===== src/rtl/basc_pkg.sv =====
// Shared definitions for the basic-computer register family:
// the priority-encoded operation select and the default word width.
package basc_pkg;

  localparam int BASC_WORD = 16;

  typedef enum logic [2:0] {
    OP_HOLD = 3'd0,
    OP_CLR  = 3'd1,
    OP_LOAD = 3'd2,
    OP_INC  = 3'd3,
    OP_DEC  = 3'd4,
    OP_SHL  = 3'd5,
    OP_SHR  = 3'd6
  } op_e;

endpackage


===== src/rtl/param_register_next.sv =====
// Next-state datapath for param_register: given one already-arbitrated
// operation, computes the next register contents, carry/link bit and wrap pulse.
module param_register_next
  import basc_pkg::*;
#(
  parameter int WIDTH    = BASC_WORD,
  parameter int SATURATE = 0
) (
  input  op_e              op,
  input  logic [WIDTH-1:0] cur_data,
  input  logic             cur_carry,
  input  logic [WIDTH-1:0] indata,
  input  logic             ser_in,
  output logic [WIDTH-1:0] next_data,
  output logic             next_carry,
  output logic             next_wrap
);

  localparam logic [WIDTH-1:0] ALL_ONES  = {WIDTH{1'b1}};
  localparam logic [WIDTH-1:0] ALL_ZEROS = {WIDTH{1'b0}};
  localparam logic [WIDTH-1:0] ONE       = {{(WIDTH-1){1'b0}}, 1'b1};

  logic at_max_s;
  logic at_zero_s;

  assign at_max_s  = (cur_data == ALL_ONES);
  assign at_zero_s = (cur_data == ALL_ZEROS);

  // Operation decode; boundary inc/dec either wrap with a pulse or clamp.
  always_comb begin
    next_data  = cur_data;
    next_carry = cur_carry;
    next_wrap  = 1'b0;
    case (op)
      OP_CLR: begin
        next_data  = ALL_ZEROS;
        next_carry = 1'b0;
      end
      OP_LOAD: begin
        next_data = indata;
      end
      OP_INC: begin
        if (at_max_s) begin
          next_carry = 1'b1;
          if (SATURATE != 0) begin
            next_data = ALL_ONES;
          end else begin
            next_data = ALL_ZEROS;
            next_wrap = 1'b1;
          end
        end else begin
          next_data  = cur_data + ONE;
          next_carry = 1'b0;
        end
      end
      OP_DEC: begin
        if (at_zero_s) begin
          next_carry = 1'b1;
          if (SATURATE != 0) begin
            next_data = ALL_ZEROS;
          end else begin
            next_data = ALL_ONES;
            next_wrap = 1'b1;
          end
        end else begin
          next_data  = cur_data - ONE;
          next_carry = 1'b0;
        end
      end
      OP_SHL: begin
        next_data  = {cur_data[WIDTH-2:0], ser_in};
        next_carry = cur_data[WIDTH-1];
      end
      OP_SHR: begin
        next_data  = {ser_in, cur_data[WIDTH-1:1]};
        next_carry = cur_data[0];
      end
      default: begin
        next_data  = cur_data;
        next_carry = cur_carry;
      end
    endcase
  end

endmodule


===== src/rtl/param_register.sv =====
// Parametrised datapath register (AC/PC/AR/DR/TR/SC): fixed-priority request
// encoder plus state flops; the arithmetic lives in param_register_next.
module param_register
  import basc_pkg::*;
#(
  parameter int               WIDTH       = BASC_WORD,
  parameter logic [WIDTH-1:0] RESET_VALUE = {WIDTH{1'b0}},
  parameter int               SATURATE    = 0
) (
  input  logic             clk,
  input  logic             rst,
  input  logic             clr,
  input  logic             load,
  input  logic             inc,
  input  logic             dec,
  input  logic             shl,
  input  logic             shr,
  input  logic             ser_in,
  input  logic [WIDTH-1:0] indata,
  output logic [WIDTH-1:0] outdata,
  output logic             carry,
  output logic             zero,
  output logic             wrap
);

  op_e              op_s;
  logic [WIDTH-1:0] outdata_d;
  logic [WIDTH-1:0] outdata_q;
  logic             carry_d;
  logic             carry_q;
  logic             wrap_d;
  logic             wrap_q;

  // Request arbitration: lower-priority requests are dropped, not queued.
  always_comb begin
    op_s = OP_HOLD;
    if (clr) begin
      op_s = OP_CLR;
    end else if (load) begin
      op_s = OP_LOAD;
    end else if (inc) begin
      op_s = OP_INC;
    end else if (dec) begin
      op_s = OP_DEC;
    end else if (shl) begin
      op_s = OP_SHL;
    end else if (shr) begin
      op_s = OP_SHR;
    end else begin
      op_s = OP_HOLD;
    end
  end

  param_register_next #(
    .WIDTH    (WIDTH),
    .SATURATE (SATURATE)
  ) u_next (
    .op         (op_s),
    .cur_data   (outdata_q),
    .cur_carry  (carry_q),
    .indata     (indata),
    .ser_in     (ser_in),
    .next_data  (outdata_d),
    .next_carry (carry_d),
    .next_wrap  (wrap_d)
  );

  // State flops; rst overrides every request at the same edge.
  always_ff @(posedge clk) begin
    if (rst) begin
      outdata_q <= RESET_VALUE;
      carry_q   <= 1'b0;
      wrap_q    <= 1'b0;
    end else begin
      outdata_q <= outdata_d;
      carry_q   <= carry_d;
      wrap_q    <= wrap_d;
    end
  end

  assign outdata = outdata_q;
  assign carry   = carry_q;
  assign wrap    = wrap_q;
  assign zero    = (outdata_q == {WIDTH{1'b0}});

endmodule

===== config.mk =====
export PLATFORM = sky130hd
export DESIGN_NAME = param_register
export DESIGN_NICKNAME = d
export VERILOG_FILES = /design/src/rtl/basc_pkg.sv /design/src/rtl/param_register_next.sv /design/src/rtl/param_register.sv
export SDC_FILE = /design/constraint.sdc
export NUM_CORES = 1
export LEC_CHECK = 0
export ABC_AREA = 1
export CORE_MARGIN = 3
export CORE_UTILIZATION = 50
export CTS_BUF_LIST = sky130_fd_sc_hd__clkbuf_2
export CTS_CLUSTER_SIZE = 40
export DETAILED_ROUTE_END_ITERATION = 6
export PLACE_DENSITY_LB_ADDON = 0.3
export SLEW_MARGIN = 20
export SYNTH_ARGS = -nofsm -noshare
export SYNTH_HDL_FRONTEND = slang
export SYNTH_SLANG_ARGS = --single-unit

===== constraint.sdc =====
create_clock -name clk -period 1.5 [get_ports clk]
set_input_delay 0.15 -clock clk [delete_from_list [all_inputs] [get_ports clk]]
set_output_delay 0.15 -clock clk [all_outputs]
set_load 0.1 [all_outputs]

==> results of run 1 <==
## Yosys cell counts, types with 9 or more instances
library cell / instances
buf_4: 9
inv_2: 9
xor2_1: 12
nand4_1: 23
nand3_1: 37
a21oi_1: 12
dfxtp_1: 18
inv_1: 46
nand2_1: 116
o21ai_0: 15
nor2_1: 47
## stage by stage
step	setup WS [ps]	instance area, µm²	setup TNS [ps]	instances	hold slack, ps
after floorplan	-508.6	2569	-2387	415	219.1
after global placement	-332.2	3741	-4975	573	503.4
after detailed placement	-478.8	3741	-6949	573	530.5
after CTS	-219.8	4113	-2249	598	432.5
## what timing repair did
action | CTS
resized for setup | 52
pin swaps | 34
gates cloned | 1
buffers inserted | 21
endpoints found under the setup margin | 18
## metal layers
layer | overflow | track usage [%]
met4 | 37 | 78.66
met3 | 1 | 49.27
met1 | 1 | 67.39
met5 | 0 | 9.259
met2 | 32 | 91.49
## logic make-up after synthesis
group | after synthesis
XOR/XNOR | 13
AO/OA/AOI/OAI | 46
AND/OR/NAND/NOR | 259
adder cells (fa/ha/maj) | 3
flip-flops | 18
buffers and inverters | 76
==> key figures, run 1 <==
Logic synthesis
  – Post-synthesis mux area share: 0%
  – Main combinational cell family by area after synthesis: simple AND/OR/NAND/NOR gates
  – Cell count after synthesis: between 400 and 500
  – Post-synth EDFFs: 0
  – Synthesized area: 0.002386 mm²
  – Syn Nets: between 400 and 500
  – Number of synthesized register bits: 18
  – Avg Cell Area, Syn: 5.749 µm²
  – Post-synthesis adder-cell area fraction: approximately 1.6%
  – Synth cell types: 31
  – Compound-Gate Fraction of Synth Area: between 10% and 20%
  – Post-synth top area share: between 10% and 20%
  – Synth Flop Type: dfxtp_1
  – Syn. warnings: 0
  – Synth Area in Simple Gates: around 52%
  – Seq/Total Area, Yosys: between 10% and 20%
  – Synth area leader: nand2_1
  – Share of synthesized registers carrying an async set or reset: 0%
  – XOR/XNOR share of the synthesized area: between 4 and 5%
  – Synth area leaders: nand2_1 18%, dfxtp_1 15%, nand3_1 7.8%

Global routing
  – Largest net degree at the start of global routing: 15
  – Global-route usage over all layers: between 70% and 80%
  – Congestion Overflow GR: ~70

Clocking
  – CTS Buf Count: 3
  – CTS H-Tree Depth: 1
  – Max Root-Sink Buffers: 2
  – Root Buffer: clkbuf_2
  – Clk sink count: 18
  – Hold Buf Count CTS: 0

Die
  – Std cell rows: 24
  – Die width: 75.08 µm
  – Effective utilization at floorplan: 53.33%
  – I/O Pins: 44
  – Chip Height: 75.08 µm

Placement
  – HPWL after DPL: between 7000 and 8000 µm
  – Routability Congestion: approximately 1.0
  – Port bufs: 43

Outcome
  – Last stage: 5_1_grt
  – Error msg: [ERROR GRT-0232] Routing congestion too high. Check the congestion heatmap in the GUI.
  – Status: stopped before the end

STA
  – GRT worst endpoint: outdata[15]$_SDFFE_PP0P_/D
  – WEP type: sequential cell input
==> run 2: changes to the inputs <==
--- a/config.mk
+++ b/config.mk
@@ -7,11 +7,9 @@
 export LEC_CHECK = 0
 export ABC_AREA = 1
 export CORE_MARGIN = 3
-export CORE_UTILIZATION = 50
-export CTS_BUF_LIST = sky130_fd_sc_hd__clkbuf_2
-export CTS_CLUSTER_SIZE = 40
+export CORE_UTILIZATION = 35
 export DETAILED_ROUTE_END_ITERATION = 6
-export PLACE_DENSITY_LB_ADDON = 0.3
+export PLACE_DENSITY_LB_ADDON = 0.15
 export SLEW_MARGIN = 20
 export SYNTH_ARGS = -nofsm -noshare
 export SYNTH_HDL_FRONTEND = slang
==> constraint.sdc (replaced) <==
create_clock -name clk -period 1.95 [get_ports clk]
set_input_delay 0.195 -clock clk [delete_from_list [all_inputs] [get_ports clk]]
set_output_delay 0.195 -clock clk [all_outputs]
set_load 0.1 [all_outputs]
==> key figures, run 2 <==
Clocking
  – CTS Buf Count: 3
  – Worst-Skew Late Latency: ~270 ps
  – Max Root-Sink Buffers: 2
  – Clk sink count: 18
  – Clock Pin Slew Worst Setup and Hold Paths: ~80 ps
  – Hold Buf Count CTS: 0
  – Root Buffer: clkbuf_8
  – CTS tree: done
  – CTS H-Tree Depth: 1

Worst setup path
  – R2r endpoint: outdata[15]
  – WP data required: 1750 ps
  – Reg-to-reg slack, setup: roughly 190 ps
  – Crit path kind: reg2out
  – R2R Path Start: outdata[12]
  – Worst Setup End Kind: output port
  – Worst r2r path cells: 9
  – CP Launch Type: register
  – Crit path max fanout: 5
  – WP data arrival: between 1500 and 2000 ps

Global routing
  – Congestion Overflow GR: 0
  – Largest net degree at the start of global routing: 17
  – Initial antenna violation count: 0
  – Vias in the first global route: 2607
  – Global-route usage over all layers: between 20% and 30%
  – First-pass GRT wire length: 13420 µm

Placement
  – HPWL after DPL: around 6300 µm
  – Placed insts: 531
  – Routability Congestion: 0.9558
  – Port bufs: 43
  – Placed instance area: between 0.002 and 0.003 mm²

Die
  – I/O Pins: 44
  – Die width: about 89 µm
  – Core area: approximately 0.0065 mm²
  – Die ar.: about 0.0078 mm²
  – Std cell rows: 29
  – Chip Height: roughly 89 µm
  – Effective utilization at floorplan: 36.74%

Logic synthesis
  – Synth area leaders: nand2_1 18%, dfxtp_1 15%, nand3_1 7.8%
  – Synth area leader: nand2_1
  – Most common cell in the synthesized netlist: nand2_1
  – Syn. warnings: 0
  – Syn Nets: around 440
  – Synth Flop Type: dfxtp_1
  – Cell count after synthesis: about 420
  – Post-synth top area share: a little under a fifth
  – Post-synth EDFFs: 0
  – Seq/Total Area, Yosys: between 10% and 20%
  – Number of synthesized register bits: 18
  – Share of synthesized registers carrying an async set or reset: 0%
  – Most frequent cells after synthesis: 116 x nand2_1, 47 x nor2_1, 46 x inv_1, 37 x nand3_1, 23 x nand4_1
  – Avg Cell Area, Syn: roughly 5.7 µm²
  – Synth cell types: 31
  – Synthesized area: about 0.0024 mm²

Layout
  – Area grow syn2layout: 25.80%
  – Diodes inserted: 0
  – Max FFs per register: 16
  – Final std cells w/o fill: 535
  – Commonest non-fill, non-tap cells in the layout: 115 x nand2_1, 46 x nor2_1, 45 x inv_1
  – Fillers: about 700
  – NumNets Final: slightly below 500
  – Util after Layout: ~46%
  – Design Area, Final: between 0.003 and 0.004 mm²
  – Share of cells above drive strength 1: between 20% and 30%
  – Most common cell after layout, fill and taps aside: nand2_1

Routing
  – Number of vias in the routed layout: approximately 2700
  – Pre-antenna DRT Iters: 4
  – Routed WL: a little over 8000 µm
  – Antenna-violating nets left: 0
  – Vias per cell: around 5.1
  – # DRC: 0
  – Initial DRC Count: around 260
  – DR WL/cell: between 15 and 20 µm

STA
  – Layout Skew: 5.987 ps
  – Slew of the pin with the lowest slew margin: 553.2 ps
  – Final period utilization: approximately 90%
  – Max-slew violation count: 0
  – RSZ-0062 raised after global routing: false
  – Final setup vio count: 0
  – Fin. Hold Viols: 0
  – Min Clock Period, post-route: approximately 1800 ps
  – Max frequency: 568.3 MHz
  – Max-slew headroom: between 60% and 70%

Power and ir drop
  – Leakage: roughly 1.4 nW
  – Power after layout: about 0.0014 W
  – Worst vdd ir: about 0.00036 V
  – Clock power share: 23.2%
  – Comb pwr share: between 40% and 50%
  – Pwr/cell area: around 480 mW/mm²
  – Internal power: roughly 0.00079 W
  – Flop pwr share: roughly 29%
  – Switching power: 0.0006547 W
  – Sw frac: roughly 45%

Outcome
  – Status: finished clean

Flow run
  – Reported max-cap violation count: 0

Min path
  – Worst hold stages: 2
  – Hold path endpoint: carry
  – Hold Crit Class: reg2reg
  – Worst Hold Launch: carry
run 2: cell counts after synthesis:
Identical to the previous run, type by type.
run 2: stage by stage:
step	hold WS [ps]	TNS, ps	setup WS [ps]
after global routing	544.2	0	28.05
after CTS	495.1	0	117.6
after global placement	478.8	0	1.634
after detailed placement	481.3	0	14.79
final	491.2	0	190.3
after floorplan	264.1	-58.99	-58.99
run 2: cell families after synthesis:
| logic type | Yosys count | share of synthesized area, % |
|---|---|---|
| buffers and inverters | 76 | 15.00 |
| flip-flops | 18 | 15.10 |
| AO/OA/AOI/OAI | 46 | 11.17 |
| adder cells (fa/ha/maj) | 3 | 1.573 |
| XOR/XNOR | 13 | 4.772 |
| AND/OR/NAND/NOR | 259 | 52.39 |
run 2: worst max-delay path: stages, from the launching register on:
cell     delay (ps)
dfxtp_4         370
inv_2           110
ha_4            150
inv_1            40
nor3_1          130
nand3_1         130
nor2_4          170
buf_12          190
run 2: area by class of cell:
| type | count | area, µm² | area share [%] |
|---|---|---|---|
| Inverter | 56 | 216.5 | 7.211 |
| Sequential cell | 18 | 392.9 | 13.09 |
| Timing Repair Buffer | 59 | 540.5 | 18.01 |
| Multi-Input combinational cell | 321 | 1700 | 56.65 |
| Clock buffer | 4 | 55.05 | 1.834 |
| Tap cell | 77 | 96.34 | 3.210 |
run 2: how the worst max path moves through the flow:
stage                     startpoint     endpoint  slack (ps)  depth (start not counted)
after floorplan           outdata[8]  outdata[13]         -60                         12
after global placement           dec   outdata[4]           2                         12
after detailed placement         dec   outdata[3]          10                         12
after CTS                 outdata[0]   outdata[0]         120                         12
after global routing      outdata[0]   outdata[0]          30                         12
final                     outdata[1]         zero         190                          7
run 2: what timing repair did:
action	in CTS	in global routing
setup buffers	0	0
resized for setup	0	2
setup endpoints to repair	0	3
run 2: power by group through the flow:
stage               Clock [W]  Sequential (W)  Combinational [W]
global route         0.000362        0.000429           0.000749
floorplan                   0        0.000517           0.000409
finish               0.000335        0.000424           0.000687
global placement            0        0.000433           0.000679
detailed placement          0        0.000433           0.000681
CTS                  0.000349        0.000424           0.000683
run 2: layer usage:
metal	part of all wire (%)	global-route usage, %
met4	1.1	4.533
met3	6.3	2.980
met5	0	0
met2	46	35.96
met1	46	31.46
No activity file was read; power rests on OpenSTA's default activity.
==> run 3: changes to the inputs <==
--- a/config.mk
+++ b/config.mk
@@ -5,11 +5,10 @@
 export SDC_FILE = /design/constraint.sdc
 export NUM_CORES = 1
 export LEC_CHECK = 0
-export ABC_AREA = 1
 export CORE_MARGIN = 3
 export CORE_UTILIZATION = 35
 export DETAILED_ROUTE_END_ITERATION = 6
-export PLACE_DENSITY_LB_ADDON = 0.15
+export PLACE_DENSITY = 0.58
 export SLEW_MARGIN = 20
 export SYNTH_ARGS = -nofsm -noshare
 export SYNTH_HDL_FRONTEND = slang
==> key figures, run 3 <==
Placement
  – HPWL after DPL: roughly 5800 µm
  – Routability Congestion: 0.9068
  – Port bufs: 43
  – Placed instance area: 0.002841 mm²

Power and ir drop
  – Leakage: around 1.2 nW
  – Worst vdd ir: between 0.0002 and 0.0003 V
  – Pwr/cell area: between 400 and 500 mW/mm²

Logic synthesis
  – Most common cell in the synthesized netlist: nand2_1
  – Compound-Gate Fraction of Synth Area: roughly a third
  – Share of synthesized registers carrying an async set or reset: 0%
  – Seq/Total Area, Yosys: 19.05%
  – Most frequent cells after synthesis: 21 x nand2_1, 18 x dfxtp_1, 16 x clkbuf_1, 14 x a21oi_1, 14 x o21ai_0
  – Synthesized area: 0.001892 mm²
  – Post-synth EDFFs: 0
  – Avg Cell Area, Syn: between 7 and 8 µm²
  – Post-synthesis adder-cell area fraction: around 2.0%
  – Syn Nets: 283
  – Number of synthesized register bits: 18
  – Main combinational cell family by area after synthesis: compound AO/OA/AOI/OAI gates
  – XOR/XNOR share of the synthesized area: roughly 5.6%
  – Synth Area in Simple Gates: 31.88%
  – Synth area leaders: dfxtp_1 19%, a222oi_1 4.2%, nand2_1 4.2%
  – Synth Flop Type: dfxtp_1
  – Synth cell types: 59
  – Syn. warnings: 0
  – Synth area leader: dfxtp_1
  – Post-synthesis mux area share: 0%
  – Cell count after synthesis: 255
  – Post-synth top area share: 19.05%

Global routing
  – Congestion Overflow GR: 0
  – Initial antenna violation count: 0
  – Vias in the first global route: about 2200
  – Met2 Use GR: slightly below 40%
  – Global-route usage over all layers: a little under a quarter
  – Largest net degree at the start of global routing: 14
  – Met3 Usage GRT: between 2 and 2.5%
  – Most used routing layer: met2
  – GRT met1 Usage: 33.02%
  – First-pass GRT wire length: 11720 µm

Worst setup path
  – Cell breakdown of the critical path: or4_4, nor4_4, and2_4, buf_12
  – Crit path max fanout: 4
  – Crit path kind: reg2out
  – Worst Setup End Kind: output port
  – WP data required: roughly 1800 ps
  – Critical path's largest stage delay: ~560 ps
  – CP Launch Type: register
  – Critical-path top delay cell: or4_4
  – WP data arrival: approximately 1900 ps

STA
  – Max-slew headroom: around 70%
  – Final period utilization: 107.0%
  – Setup TNS: -361.1 ps
  – Max frequency: around 480 MHz
  – Final setup vio count: 6
  – WHS: 589.1 ps
  – RSZ-0062 raised after global routing: true
  – Fin. Hold Viols: 0
  – Layout Skew: approximately 3.3 ps
  – Max-slew violation count: 0
  – Slew of the pin with the lowest slew margin: about 450 ps
  – Final WS setup: -135.6 ps
  – Min Clock Period, post-route: 2086 ps

Routing
  – Vias per cell: between 5 and 6
  – Pre-antenna DRT Iters: 5
  – # DRC: 0
  – DR WL/cell: approximately 18 µm
  – Routed WL: 7648 µm
  – Antenna-violating nets left: 0
  – Number of vias in the routed layout: 2503
  – Initial DRC Count: approximately 240

Die
  – Effective utilization at floorplan: between 30% and 40%
  – Std cell rows: 26
  – Die width: roughly 80 µm
  – Die ar.: around 0.0063 mm²
  – Core area: approximately 0.0052 mm²
  – I/O Pins: 44
  – Chip Height: 79.52 µm

Layout
  – Most common cell after layout, fill and taps aside: buf_4
  – Util after Layout: between 50% and 60%
  – Register area: 420.4 µm²
  – Share of cells above drive strength 1: approximately two fifths
  – Fillers: between 400 and 500
  – Commonest non-fill, non-tap cells in the layout: 87 x buf_4, 24 x clkdlybuf4s50_1, 21 x nand2_1
  – Design Area, Final: 0.003023 mm²
  – Area grow syn2layout: 59.79%
  – Max FFs per register: 16
  – Multi-input logic area: 0.001491 mm²
  – NumNets Final: 377
  – Diodes inserted: 0

Clocking
  – Root Buffer: clkbuf_8
  – Worst-Skew Late Latency: about 270 ps
  – CTS tree: done
  – Hold Buf Count CTS: 0
  – CTS Buf Count: 3
  – Clock Pin Slew Worst Setup and Hold Paths: around 80 ps
  – Max Root-Sink Buffers: 2
  – Clk sink count: 18
  – CTS H-Tree Depth: 1

Outcome
  – Status: complete, but fails checks
  – Failing checks: negative setup slack

Flow run
  – Reported max-cap violation count: 0

Min path
  – Hold Crit Class: in2reg
==> run 3: changes by cell type in the layout (fill, tap and decap cells not counted), moves of 9 or more <==
cell,previous run,this run
buf_4,32,87
dfxtp_2,11,0
dfxtp_4,5,16
inv_1,45,5
nand2_1,115,21
nand2_2,9,0
nand3_1,36,9
nand4_1,23,7
nor2_1,46,12
nor2_4,10,0
xor2_1,12,3
==> run 3: worst max-delay path: cells and delay by family (launching register included) <==
| family | cells | cell delay [ps] |
|---|---|---|
| buffers and inverters | 1 | 170 |
| DFF | 1 | 350 |
| and+or+nand+nor | 3 | 1110 |
==> run 3: final cells by class <==
| cell class | instances | share of cell area, % |
|---|---|---|
| Clock buffer | 3 | 1.366 |
| Timing Repair Buffer | 115 | 31.62 |
| Multi-Input combinational cell | 205 | 49.34 |
| Tap cell | 70 | 2.897 |
| Sequential cell | 18 | 13.91 |
| Inverter | 6 | 0.7450 |
| Clock inverter | 1 | 0.1242 |
==> run 3: stage by stage <==
step	setup slack [ps]	total power (W)	std cells
floorplan	-63.66	0.0008590	255
global placement	-168.2	0.001132	407
detailed placement	-188.7	0.001130	407
CTS	-128.9	0.001451	414
global route	-178.9	0.001562	418
finish	-135.6	0.001500	418
==> run 3: what timing repair did <==
item,CTS,global route
endpoints found under the setup margin,11,14
setup buffers,3,4
gates cloned,0,0
pin swaps,3,11
gates resized for setup,4,15
==> run 3: metal layers <==
layer / up-vias / part of all wire (%)
met1: 1164 / 43
met4: 0 / 1.6
met3: 13 / 8.5
li1: 1192 / -
met5: - / 0
met2: 134 / 47
==> run 3: power by group <==
group	switching [W]	leakage, nW	internal [W]
logic	0.000445	0.972	0.000341
registers	0.0000336	0.158	0.000377
clock network	0.000162	0.0231	0.000141
==> run 3: final timing paths <==
check                                start  slack, ps  depth (start not counted)    endpoint
worst max-delay path            outdata[9]       -140                          4        zero
worst min-delay path             indata[0]        590                          3  outdata[0]
worst max register to register  outdata[9]        -70                          8  outdata[5]
worst min register to register  outdata[0]        620                          2       carry
==> run 3: kinds of logic after synthesis <==
| group | Yosys count |
|---|---|
| adder cells (fa/ha/maj) | 3 |
| XOR/XNOR | 12 |
| buffers and inverters | 32 |
| AO/OA/AOI/OAI | 89 |
| AND/OR/NAND/NOR | 101 |
| flip-flops | 18 |
==> run 4: changes to the inputs <==
--- a/config.mk
+++ b/config.mk
@@ -5,10 +5,11 @@
 export SDC_FILE = /design/constraint.sdc
 export NUM_CORES = 1
 export LEC_CHECK = 0
-export CORE_MARGIN = 3
+export CORE_MARGIN = 4
 export CORE_UTILIZATION = 35
 export DETAILED_ROUTE_END_ITERATION = 6
 export PLACE_DENSITY = 0.58
+export SETUP_SLACK_MARGIN = 0.5
 export SLEW_MARGIN = 20
 export SYNTH_ARGS = -nofsm -noshare
 export SYNTH_HDL_FRONTEND = slang
==> key figures, run 4 (same netlist as run 3, synthesis figures left out) <==
Clocking
  – Root Buffer: clkbuf_8
  – CTS tree: done
  – CTS H-Tree Depth: 1
  – CTS Buf Count: 3
  – Max Root-Sink Buffers: 2
  – Worst-Skew Late Latency: roughly 260 ps
  – Clk sink count: 18
  – Clock Pin Slew Worst Setup and Hold Paths: 80 ps
  – Hold Buf Count CTS: 0

STA
  – Max frequency: around 470 MHz
  – Max-slew headroom: 73.71%
  – Min Clock Period, post-route: 2119 ps
  – Final setup vio count: 15
  – Setup TNS: -971.8 ps
  – Final WS setup: -169.0 ps
  – Final period utilization: 108.7%
  – Fin. Hold Viols: 0
  – Slew of the pin with the lowest slew margin: approximately 380 ps
  – RSZ-0062 raised after global routing: true
  – Layout Skew: 5.818 ps
  – WHS: about 600 ps
  – Max-slew violation count: 0

Layout
  – Diodes inserted: 0
  – Most common cell after layout, fill and taps aside: buf_4
  – Commonest non-fill, non-tap cells in the layout: 89 x buf_4, 24 x clkdlybuf4s50_1, 21 x nand2_1
  – NumNets Final: approximately 380
  – Share of cells above drive strength 1: a little under two fifths
  – Area grow syn2layout: 57.47%
  – Fillers: roughly 490
  – Max FFs per register: 16

Die
  – Die width: 81.52 µm
  – Core area: a little over 0.005 mm²
  – I/O Pins: 44
  – Std cell rows: 26
  – Die ar.: 0.006646 mm²
  – Effective utilization at floorplan: between 30 and 40%
  – Chip Height: 81.52 µm

Worst setup path
  – Critical path's largest stage delay: 560 ps
  – WP data arrival: ~1900 ps
  – Cell breakdown of the critical path: or4_4, nor4_4, buf_4, and2_4, buf_12
  – Crit path max fanout: 2
  – Critical-path top delay cell: or4_4
  – CP Launch Type: register
  – WP data required: between 1500 and 2000 ps
  – Worst Setup End Kind: output port
  – WP buf/inv: 2
  – Crit-path leading delay family: simple AND/OR/NAND/NOR gates
  – Crit path kind: reg2out

Placement
  – HPWL after DPL: approximately 6000 µm
  – Port bufs: 43
  – Routability Congestion: 0.9389
  – Worst slack, placed: -198.9 ps

Global routing
  – Met3 Usage GRT: 3.289%
  – GRT met1 Usage: approximately 33%
  – Initial antenna violation count: 0
  – First-pass GRT wire length: ~13000 µm
  – Global-route usage over all layers: approximately 24%
  – Met2 Use GR: between 30% and 40%
  – Vias in the first global route: 2518
  – Most used routing layer: met2
  – Largest net degree at the start of global routing: 14
  – Congestion Overflow GR: 0

Routing
  – DR WL/cell: 18.58 µm
  – Initial DRC Count: approximately 270
  – Number of vias in the routed layout: 2543
  – Routed WL: a little under 8000 µm
  – Pre-antenna DRT Iters: 6
  – Antenna-violating nets left: 0
  – # DRC: 0
  – Vias per cell: about 6.1

Outcome
  – Failing checks: negative setup slack
  – Status: complete, but fails checks

Power and ir drop
  – Power after layout: between 0.0015 and 0.002 W
  – Worst vdd ir: approximately 0.00028 V
  – Pwr/cell area: roughly 510 mW/mm²
  – Leakage: 1.148 nW

Flow run
  – Reported max-cap violation count: 0

Min path
  – Hold Crit Class: reg2reg
-- run 4: cell count changes in the layout (fill, tap and decap cells not counted), moves of 2 or more --
cell,previous run,this run
a21oi_1,14,12
a21oi_2,0,2
and3_1,4,7
and3_4,3,0
buf_4,87,89
-- run 4: report_power, final --
| group | switching, W | internal [W] | leakage [nW] |
|---|---|---|---|
| registers | 0.0000388 | 0.000377 | 0.158 |
| clock network | 0.000144 | 0.000180 | 0.0288 |
| logic | 0.000442 | 0.000335 | 0.960 |
| total | 0.000625 | 0.000891 | 1.15 |
-- run 4: path summary, 6_finish.rpt --
path                               endpoint         from  slack [ps]  cells past startpoint
worst max-delay path                   zero   outdata[2]        -170                      5
worst min-delay path            outdata[14]  outdata[14]         600                      2
worst max register to register  outdata[13]   outdata[2]        -120                      7
worst min register to register  outdata[14]  outdata[14]         600                      2
-- run 4: area by class of cell --
cell class,instances,area (µm²),area share (%)
multi-input cells,205,1454,48.80
repair buffers,115,939.7,31.54
flip-flops and latches,18,420.4,14.11
well taps,70,87.58,2.940
clock buffers,4,55.05,1.848
inverters,6,22.52,0.7560
-- run 4: stage by stage --
stage	util (%)	std cells	cell area, µm²
2_1_floorplan	-	255	1991
3_3_place_gp	54.77	407	2833
3_5_place_dp	54.77	407	2833
4_1_cts	56.36	414	2915
5_1_grt	57.60	418	2979
6_report	57.60	418	2979
-- run 4: what timing repair did --
item,in CTS,in global routing
buffers inserted,3,4
hold endpoints to repair,0,0
setup endpoints to repair,19,19
pin swaps,2,6
gates resized for setup,1,6
-- run 4: metal layers --
layer,share of wire (%),vias to the layer above
met1,45,1207
met4,1.7,0
met2,46,122
met3,6.7,19
li1,-,1195
met5,0,-
-- run 4: tightest hold or removal path, delay by kind of cell (launching register included) --
kind | cells | cell delay, ps
AO/OA/AOI/OAI | 1 | 60
flip-flops | 1 | 390
AND/OR/NAND/NOR | 1 | 120
